`config.mk`:
```
export PLATFORM = sky130hd
export DESIGN_NAME = mips_multicycle_control
export DESIGN_NICKNAME = d
export VERILOG_FILES = /design/src/rtl/mips_multicycle_control.sv
export SDC_FILE = /design/constraint.sdc
export NUM_CORES = 1
export LEC_CHECK = 0
export BUFFER_PORTS_ARGS = -buffer_cell sky130_fd_sc_hd__buf_2
export CAP_MARGIN = 10
export CORE_AREA = 2 2 71 73
export DETAILED_ROUTE_END_ITERATION = 10
export DIE_AREA = 0 0 73 75
export GPL_ROUTABILITY_DRIVEN = 0
export HOLD_SLACK_MARGIN = 0.1
export PLACE_DENSITY = 0.8
export SYNTH_ARGS = -nofsm -noshare
export SYNTH_HDL_FRONTEND = slang
export SYNTH_SLANG_ARGS = --single-unit
```
`constraint.sdc`:
```
create_clock -name clk -period 1.99 [get_ports clk]
set_input_delay 0.398 -clock clk [delete_from_list [all_inputs] [get_ports clk]]
set_output_delay 0.398 -clock clk [all_outputs]
set_load 0.02 [all_outputs]
```
`src/rtl/mips_multicycle_control.sv`:
```
// Multi-cycle MIPS control FSM: sequences fetch/decode/execute/memory/write-back
// over a shared datapath, stalls on mem_ready and counts retired instructions.
module mips_multicycle_control #(
    parameter int CNT_W = 32
) (
    input  logic             clk,
    input  logic             reset,
    input  logic [5:0]       opcode,
    input  logic             zero,
    input  logic             mem_ready,
    output logic             PCWrite,
    output logic             PCWriteCond,
    output logic             IorD,
    output logic             MemRead,
    output logic             MemWrite,
    output logic             IRWrite,
    output logic             MemToReg,
    output logic             RegDst,
    output logic             RegWrite,
    output logic             ALUSrcA,
    output logic [1:0]       ALUSrcB,
    output logic [1:0]       ALUOp,
    output logic [1:0]       PCSource,
    output logic             illegal_op,
    output logic [3:0]       state,
    output logic [CNT_W-1:0] retired
);
    typedef enum logic [3:0] {
        S_FETCH  = 4'd0,  S_DECODE = 4'd1,  S_MEMADR = 4'd2,  S_MEMRD  = 4'd3,
        S_MEMWB  = 4'd4,  S_MEMWR  = 4'd5,  S_EXEC   = 4'd6,  S_RWB    = 4'd7,
        S_BRANCH = 4'd8,  S_JUMP   = 4'd9,  S_ADDIEX = 4'd10, S_ADDIWB = 4'd11
    } state_e;

    localparam logic [5:0] OP_R = 6'b000000, OP_LW = 6'b100011, OP_SW = 6'b101011,
                           OP_BEQ = 6'b000100, OP_J = 6'b000010, OP_ADDI = 6'b001000;

    state_e           state_q, state_d;
    logic [CNT_W-1:0] retired_q;
    logic             retire;
    logic             unused_zero;

    // zero is consumed by the datapath (ANDed with PCWriteCond), not here.
    assign unused_zero = zero;

    always_comb begin
        state_d = state_q;
        retire  = 1'b0;
        case (state_q)
            S_FETCH:  if (mem_ready) state_d = S_DECODE;
            S_DECODE: begin
                case (opcode)
                    OP_R:         state_d = S_EXEC;
                    OP_LW, OP_SW: state_d = S_MEMADR;
                    OP_BEQ:       state_d = S_BRANCH;
                    OP_J:         state_d = S_JUMP;
                    OP_ADDI:      state_d = S_ADDIEX;
                    default:      state_d = S_FETCH;
                endcase
            end
            S_MEMADR: state_d = (opcode == OP_LW) ? S_MEMRD : S_MEMWR;
            S_MEMRD:  if (mem_ready) state_d = S_MEMWB;
            S_MEMWR:  if (mem_ready) begin
                state_d = S_FETCH;
                retire  = 1'b1;
            end
            S_EXEC:   state_d = S_RWB;
            S_ADDIEX: state_d = S_ADDIWB;
            S_MEMWB, S_RWB, S_BRANCH, S_JUMP, S_ADDIWB: begin
                state_d = S_FETCH;
                retire  = 1'b1;
            end
            default:  state_d = S_FETCH;
        endcase
    end

    always_ff @(posedge clk or posedge reset) begin
        if (reset) begin
            state_q   <= S_FETCH;
            retired_q <= '0;
        end else begin
            state_q <= state_d;
            if (retire) retired_q <= retired_q + CNT_W'(1);
        end
    end

    always_comb begin
        PCWrite     = 1'b0;
        PCWriteCond = 1'b0;
        IorD        = 1'b0;
        MemRead     = 1'b0;
        MemWrite    = 1'b0;
        IRWrite     = 1'b0;
        MemToReg    = 1'b0;
        RegDst      = 1'b0;
        RegWrite    = 1'b0;
        ALUSrcA     = 1'b0;
        ALUSrcB     = 2'b00;
        ALUOp       = 2'b00;
        PCSource    = 2'b00;
        illegal_op  = 1'b0;
        case (state_q)
            S_FETCH: begin
                MemRead = 1'b1;
                ALUSrcB = 2'b01;
                IRWrite = mem_ready;
                PCWrite = mem_ready;
            end
            S_DECODE: begin
                ALUSrcB    = 2'b11;
                illegal_op = !(opcode inside {OP_R, OP_LW, OP_SW, OP_BEQ, OP_J, OP_ADDI});
            end
            S_MEMADR, S_ADDIEX: begin
                ALUSrcA = 1'b1;
                ALUSrcB = 2'b10;
            end
            S_MEMRD: begin
                MemRead = 1'b1;
                IorD    = 1'b1;
            end
            S_MEMWB: begin
                RegWrite = 1'b1;
                MemToReg = 1'b1;
            end
            S_MEMWR: begin
                MemWrite = 1'b1;
                IorD     = 1'b1;
            end
            S_EXEC: begin
                ALUSrcA = 1'b1;
                ALUOp   = 2'b10;
            end
            S_RWB: begin
                RegWrite = 1'b1;
                RegDst   = 1'b1;
            end
            S_BRANCH: begin
                ALUSrcA     = 1'b1;
                ALUOp       = 2'b01;
                PCWriteCond = 1'b1;
                PCSource    = 2'b01;
            end
            S_JUMP: begin
                PCWrite  = 1'b1;
                PCSource = 2'b10;
            end
            S_ADDIWB: RegWrite = 1'b1;
            default: ;
        endcase
        // Strobes must stay quiet for the whole reset pulse, even in FETCH.
        if (reset) begin
            PCWrite     = 1'b0;
            PCWriteCond = 1'b0;
            IRWrite     = 1'b0;
            MemRead     = 1'b0;
            MemWrite    = 1'b0;
            RegWrite    = 1'b0;
            illegal_op  = 1'b0;
        end
    end

    assign state   = state_q;
    assign retired = retired_q;
endmodule

```
**Word level (Yosys, flattened, before mapping)**

Cells that the tools add are included.

- Bits in registers: 36
- Input port bits: 10

- Equal/unequal tests: 19
- Muxes and demuxes: 29
- Reduce and logical (&&, ||, !) cells: 12
- Add/sub/neg operators: 1

Operators by type and width:

| operator | number |
|---|---|
| 32-bit by 1-bit adder with 32-bit output, second input constant | 1 |
| 4-bit case mux with 7 select lines | 1 |
| 4-bit case mux with 5 select lines | 1 |
| 1-bit two-way mux | 18 |
| 4-bit by 3-bit == test with 1-bit output, second input constant | 4 |
| 4-bit == test, second input constant | 4 |
| 6-bit == test, second input constant | 2 |
| 4-bit two-way mux | 3 |
| 4-bit by 2-bit == test with 1-bit output, second input constant | 2 |
| 2-bit case mux with 2 select lines | 2 |
| 2-bit OR reduction | 4 |
| 6-bit by 2-bit == test with 1-bit output, second input constant | 1 |
| 6-bit by 3-bit == test with 1-bit output, second input constant | 1 |
| 6-bit by 4-bit == test with 1-bit output, second input constant | 1 |
| 6-bit zero test | 1 |
| 2-bit != test, second input constant | 3 |
| 2-bit case mux with 3 select lines | 1 |
| 6-bit nonzero test | 1 |
| 5-bit OR reduction | 1 |
| 4-bit by 1-bit == test with 1-bit output, second input constant | 1 |
| 4-bit zero test | 1 |
| 1-bit case mux with 2 select lines | 2 |
| 4-bit OR reduction | 1 |
| 3-bit two-way mux | 1 |
| 3 further kinds | 3 |

**Depth between registers and ports, before layout**

Gate-level depths: netlist of run 1.

- Word-level depth: 5
- Gate-level depth with buffers: 7
- Gate-level depth less buffers: 5

**Worst setup path before layout of run 1**

Ideal clock, no wire load.

- Kind: input to output
- Start: input port reset
- End: output port IRWrite
- Arrival: 2037 ps
- Stages: 3
- Slack: -445 ps
- Data required time: 1592 ps
- Cells stage by stage: inv_1 nand2_1 nor4_1

- Longest elaborated chain between the ends: 1

Ends and longest elaborated chain:

| item | line | source |
|---|---|---|
| start, declared | 7 | `input logic reset,` |
| 1-bit two-way mux | 150 | `if (reset) begin` |
| end, declared | 16 | `output logic IRWrite,` |

No other way between the ends.

**Worst setup path after layout of run 1**

- Start: register state_q[0], in the netlist state[0]
- End: register retired_q[17], in the netlist retired[17]

- Longest elaborated chain between the ends: 3
- Elaborated cells on any way between the ends: 8

Ends and longest elaborated chain:

| item | line | source |
|---|---|---|
| start, declared | 37 | `state_e state_q, state_d;` |
| start signal, assigned | 81 | `state_q <= state_d;` |
| 4-bit == test or 4-bit by 3-bit == test with 1-bit output (tied branches) | 48 | `case (state_q)` |
| 5-bit OR reduction | 48 |  |
| 1-bit case mux with 2 select lines (*) | 48 |  |
| end signal, assigned | 82 | `if (retire) retired_q <= retired_q + CNT_W'(1);` |
| end, declared | 38 | `logic [CNT_W-1:0] retired_q;` |

Every way passes the cells marked *; elsewhere a longest branch is shown, timed or not.
A chain may end at the register's enable or synchronous reset.

==> results of run 1 <==
==> worst max-delay path, stage by stage, from the launching register on <==
cell	delay (ps)
dfrtp_2	430
buf_6	130
and4bb_4	210
a2111oi_4	300
buf_4	180
nand4_4	170
buf_8	230
nor3_2	190
xnor2_1	140
==> per-layer routing <==
layer | global-route usage [%] | vias up | wire (um)
met5 | 0 | - | 0
met4 | 6.996 | 0 | 167
met3 | 4.016 | 12 | 239
met2 | 29.03 | 51 | 2543
met1 | 22.79 | 923 | 2251
li1 | - | 940 | -
==> synth_stat cells (2+ instances only) <==
cell	number
clkbuf_1	7
o31ai_1	2
nor4_1	13
nand4_1	4
inv_1	11
nor4_2	2
nor2_1	18
or2b_1	2
dfrtp_1	36
xor2_1	20
nand2_1	15
nor2b_1	2
buf_6	4
a21oi_1	8
o21ai_0	5
or3_1	3
nor3_2	6
xnor2_1	13
nor4b_1	2
nand4_2	2
nand2b_1	4
nor3_1	7
and4_1	3
nor3b_1	3
nand3_1	9
==> cell type report <==
type,instances,area (um2),area share [%]
multi-input combinational,161,1340,44.31
clock buffer,8,90.09,2.979
inverter,11,45.04,1.489
timing repair buffer,89,571.8,18.91
sequential,36,909.6,30.08
tap,54,67.56,2.234
==> metrics by stage <==
stage	hold WS (ps)	setup TNS, ps	std cells	utilization, %
final	333.1	-266.6	359	64.89
after global routing	375.6	-1894	359	64.89
after CTS	333.9	-52.03	348	58.85
after detailed placement	465.5	0	336	55.57
after global placement	452.2	0	336	55.57
after floorplan	358.0	-301.8	220	-
==> state kept, by name (all words and copies together), names as in the netlist <==
register / count
retired: 32
state: 4
==> path summary, 6_finish.rpt <==
kind	end	slack, ps	depth (start not counted)
max	retired[17]	-70	8
min	retired[3]	330	3
max reg2reg	retired[17]	-70	8
min reg2reg	retired[31]	470	1
max in group asynchronous	retired[14]	1310	3
min in group clk	retired[31]	470	1
==> power by group through the flow <==
stage	sequential, mW	clock, mW	combinational (mW)
6_report	0.837	0.537	0.382
5_1_grt	0.845	0.578	0.416
4_1_cts	0.823	0.552	0.346
3_5_place_dp	0.840	0	0.310
3_3_place_gp	0.839	0	0.304
2_1_floorplan	0.874	0	0.171
==> cells in the final DEF, fill, tap and decap left out, drive strengths merged, types with 2 or more instances in the layout <==
| cell type | n |
|---|---|
| xnor2 | 13 |
| buf | 89 |
| nor3b | 3 |
| dfrtp | 36 |
| a21oi | 8 |
| inv | 10 |
| xor2 | 20 |
| nand2b | 4 |
| nor2 | 18 |
| o21ai | 5 |
| or3 | 3 |
| nor4 | 16 |
| nand4 | 6 |
| clkbuf | 8 |
| nor3 | 13 |
| nand2 | 15 |
| nand3 | 11 |
| or2b | 2 |
| and4 | 3 |
| nor2b | 2 |
| o31ai | 2 |
| nor4b | 2 |
==> cells by family (layout without fill, tap and decap cells) <==
| logic type | Yosys count | count (layout) | share of synthesized area [%] |
|---|---|---|---|
| muxes | 1 | 1 | 0.5275 |
| and+or+nand+nor | 103 | 104 | 30.01 |
| DFF | 36 | 36 | 42.20 |
| xor gates and xnor gates | 33 | 33 | 13.54 |
| buffers and inverters | 24 | 108 | 5.803 |
| AOI/OAI and AO/OA | 21 | 21 | 6.859 |
| adders and majority gates | 2 | 2 | 1.055 |
==> timing repair <==
action	4_1_cts	5_1_grt
pin swaps	1	19
cloned	0	1
setup buffers	4	10
gates resized for setup	8	42
endpoints found under the setup margin	5	30
==> results.sh, run 1 <==
export IMPL_p_int_mw=1.221
export IMPL_cts_sinks=36
export IMPL_dr_pass1_iters=4
export IMPL_crit_path_start="state[0]"
export IMPL_max_clock_freq_mhz=486.6
export IMPL_maxCapViolCount=0
export IMPL_critPathMaxFanout=7
export IMPL_final_period_utilization_pct=103.3
export IMPL_clk_latency_ps=290
export IMPL_skew_ps=3.071
export IMPL_worst_slack_ps=-65.04
export IMPL_antenna_found_initial=0
export IMPL_end_kind="flop"
export IMPL_avgSynthCellArea_um2=9.702
export IMPL_p_switching_uw=534.3
export IMPL_hold_class="primary input to async pin"
export IMPL_power_frac_clock_pct=30.6
export IMPL_clockRootBuffer="clkbuf_8"
export IMPL_seqPwrFrac_pct=47.7
export IMPL_die_x_um=73
export IMPL_detail_route_antenna_nets=0
export IMPL_synthArstFlopShare_pct=100.0
export IMPL_cp_start_kind="flop"
export IMPL_cts_hold_buf=0
export IMPL_grt_max_degree=37
export IMPL_fillCellCount=359
export IMPL_rsz0062_at_grt="true"
export IMPL_grt_pass1_wl_um=7555
export IMPL_r2r_start="state[0]"
export IMPL_die_h_um=75
export IMPL_area_growth_pct=41.68
export IMPL_swShare_pct=30.43
export IMPL_diodes=0
export IMPL_design_area_um2=3024
export IMPL_netlist_instances=220
export IMPL_wl_per_cell_um=14.49
export IMPL_numCtsBuffers=5
export IMPL_drc=0
export IMPL_synth_area_leaders="dfrtp_1, xor2_1, xnor2_1"
export IMPL_ys_flop_type="dfrtp_1"
export IMPL_std_cell_rows=25
export IMPL_htreeDepth=2
export IMPL_hold_viol_final=0
export IMPL_cts_buffer_depth=2
export IMPL_cp_required_ps=2200
export IMPL_period_needed_ps=2055
export IMPL_ios=63
export IMPL_synth_distinct_cells=44
export IMPL_layout_drive_gt1_share_pct=47.87
export IMPL_outcome="finished, violations left"
export IMPL_cp_arrival_ps=2270
export IMPL_portBuffers=61
export IMPL_num_vias=1926
export IMPL_violations="negative setup slack"
export IMPL_initial_core_util_pct=45.80
export IMPL_yosys_area_top_type="dfrtp_1"
export IMPL_synth_warnings=0
export IMPL_synth_edf_count=0
export IMPL_yosys_area_top_type_share_pct=42.20
export IMPL_syn_area_um2=2135
export IMPL_maxSlewHeadroom_pct=65.97
export IMPL_grt_pass1_vias=1653
export IMPL_tritoncts="built"
export IMPL_die_area_um2=5475
export IMPL_power_density_nw_per_um2=580.6
export IMPL_ys_ff_latch=36
export IMPL_core_area_um2=4661
export IMPL_pre_cts_ws_ps=37.79
export IMPL_irDropWorstVdd_v=0.0002755
export IMPL_overflow=0
export IMPL_placed_area_um2=2590
export IMPL_viasPerCell=5.365
export IMPL_finalMaxSlewViolations=0
export IMPL_combPwrFrac_pct=21.8
export IMPL_hpwl_um=3322
export IMPL_total_power_mw=1.756
export IMPL_worst_pin_slew_ps=510.5
export IMPL_seq_area_frac_synth_pct=42.20
export IMPL_cts_clk_slew_worst_paths_ps=70
export IMPL_layout_nets=315
export IMPL_syn_nets=231
export IMPL_track_usage_pct=17.71
export IMPL_first_iter_violations=73
export IMPL_routed_wirelength_um=5201
export IMPL_p_leak_nw=1.472
export IMPL_criticalPathCategory="flop to flop"
export IMPL_setup_viol=8
(Power assumes the default switching activity.)
==> run 2: changes to the inputs <==
CORE_AREA = 2 2 68 70   (was 2 2 71 73)
DIE_AREA = 0 0 70 72   (was 0 0 73 75)
PLACE_DENSITY = 0.83   (was 0.8)
clock period = 2.1 ns   (was 1.99 ns; I/O delays follow)
==> results.sh, run 2 (same netlist as run 1, synthesis figures left out) <==
export IMPL_num_vias=1924
export IMPL_area_growth_pct=31.48
export IMPL_htreeDepth=2
export IMPL_cp_required_ps=1680
export IMPL_die_area_um2=5040
export IMPL_dp_cells=333
export IMPL_critPathMaxFanout=11
export IMPL_die_h_um=72
export IMPL_cp_arrival_ps=1620
export IMPL_tritoncts="built"
export IMPL_ios=63
export IMPL_track_usage_pct=18.87
export IMPL_worst_pin_slew_ps=378.7
export IMPL_mostFrequentLayoutCell="buf_2"
export IMPL_largest_reg_flops=32
export IMPL_final_period_utilization_pct=97.03
export IMPL_worstPathCellList="buf_4, nor4b_2, and2_1, buf_2"
export IMPL_dr_pass1_iters=4
export IMPL_grt_pass1_vias=1675
export IMPL_clockRootBuffer="clkbuf_8"
export IMPL_viasPerCell=5.450
export IMPL_slowest_delay_ps=460
export IMPL_grt_max_degree=32
export IMPL_period_needed_ps=2038
export IMPL_hold_class="primary input to async pin"
export IMPL_core_area_um2=4264
export IMPL_hold_viol_final=0
export IMPL_grt_pass1_wl_um=7755
export IMPL_regArea_um2=905.9
export IMPL_layout_drive_gt1_share_pct=41.20
export IMPL_max_clock_freq_mhz=490.8
export IMPL_numCtsBuffers=5
export IMPL_clk_latency_ps=280
export IMPL_mostFrequentLayoutCells="buf_2, dfrtp_1, buf_4"
export IMPL_drc=0
export IMPL_irDropWorstVdd_v=0.0002547
export IMPL_diodes=0
export IMPL_overflow=0
export IMPL_stdcell_count=353
export IMPL_setup_viol=0
export IMPL_cts_buffer_depth=2
export IMPL_p_leak_nw=1.390
export IMPL_cp_start_kind="flop"
export IMPL_end_kind="output port"
export IMPL_hpwl_um=3506
export IMPL_slowest_stage="dfrtp_2"
export IMPL_die_x_um=70
export IMPL_routed_wirelength_um=5060
export IMPL_power_density_nw_per_um2=578.4
export IMPL_std_cell_rows=24
export IMPL_detail_route_antenna_nets=0
export IMPL_first_iter_violations=89
export IMPL_total_power_mw=1.623
export IMPL_fin_util_pct=65.82
export IMPL_finalMaxSlewViolations=0
export IMPL_multi_input_area_um2=1189
export IMPL_antenna_found_initial=0
export IMPL_layout_nets=311
export IMPL_fillCellCount=360
export IMPL_cts_sinks=36
export IMPL_portBuffers=61
export IMPL_criticalPathCategory="flop to output port"
export IMPL_outcome="finished, final reports clean"
export IMPL_maxCapViolCount=0
export IMPL_wl_per_cell_um=14.33
export IMPL_initial_core_util_pct=50.06
export IMPL_setup_tns_ps=0
export IMPL_maxSlewHeadroom_pct=74.76
export IMPL_cts_clk_slew_worst_paths_ps=70
export IMPL_skew_ps=5.155
run 2: cell count changes in the layout (fill, tap and decap cells not counted), moves of 4 or more:
cell,before,now
nor2_1,10,17
buf_6,9,3
nor2_2,5,0
nor4_1,5,9
run 2: worst max-delay path: cells and delay by family (launching register included):
family        cells  cell delay, ps
buf+inv           2             360
simple gates      2             520
flops             1             460
run 2: cell type report:
class	instances	area share, %
Timing Repair Buffer	86	18.23
Sequential cell	36	32.28
Inverter	11	1.605
Tap cell	52	2.318
Multi-Input combinational cell	160	42.35
Clock buffer	8	3.210
run 2: through the flow:
stage	hold WS, ps	setup WS (ps)	instance area [um2]
finish	326.0	62.32	2806
global route	358.7	-28.34	2806
CTS	327.2	34.24	2671
detailed placement	374.1	-7.398	2546
global placement	367.2	15.36	2546
floorplan	380.1	-73.69	2165
run 2: path summary, 6_finish.rpt:
check,slack [ps],to,startpoint,cells after the start
setup / recovery,60,PCWriteCond,state[2],4
hold / removal,330,retired[10],reset,3
setup reg to reg,130,retired[28],state[1],6
hold reg to reg,470,retired[31],retired[31],1
max in group asynchronous,1190,state[0],reset,3
min in group clk,470,retired[31],retired[31],1
run 2: repair_timing:
action,CTS,global route
endpoints found under the hold margin,5,0
gates cloned,0,1
resized for setup,2,18
endpoints found under the setup margin,2,16
hold buffers,1,0
setup buffers,2,8
pin swaps,0,3
run 2: where the power goes:
group          leakage (nW)  switching [mW]  internal (mW)
Combinational         0.891           0.197          0.152
Sequential            0.453          0.0559          0.729
Clock                0.0455           0.221          0.267
run 2: per-layer routing:
layer | global-route usage, % | up-vias | part of all wire (%)
li1 | - | 921 | -
met1 | 23.92 | 924 | 42
met2 | 32.28 | 73 | 51
met3 | 4.722 | 6 | 5.8
met4 | 5.556 | 0 | 1.1
met5 | 0 | - | 0
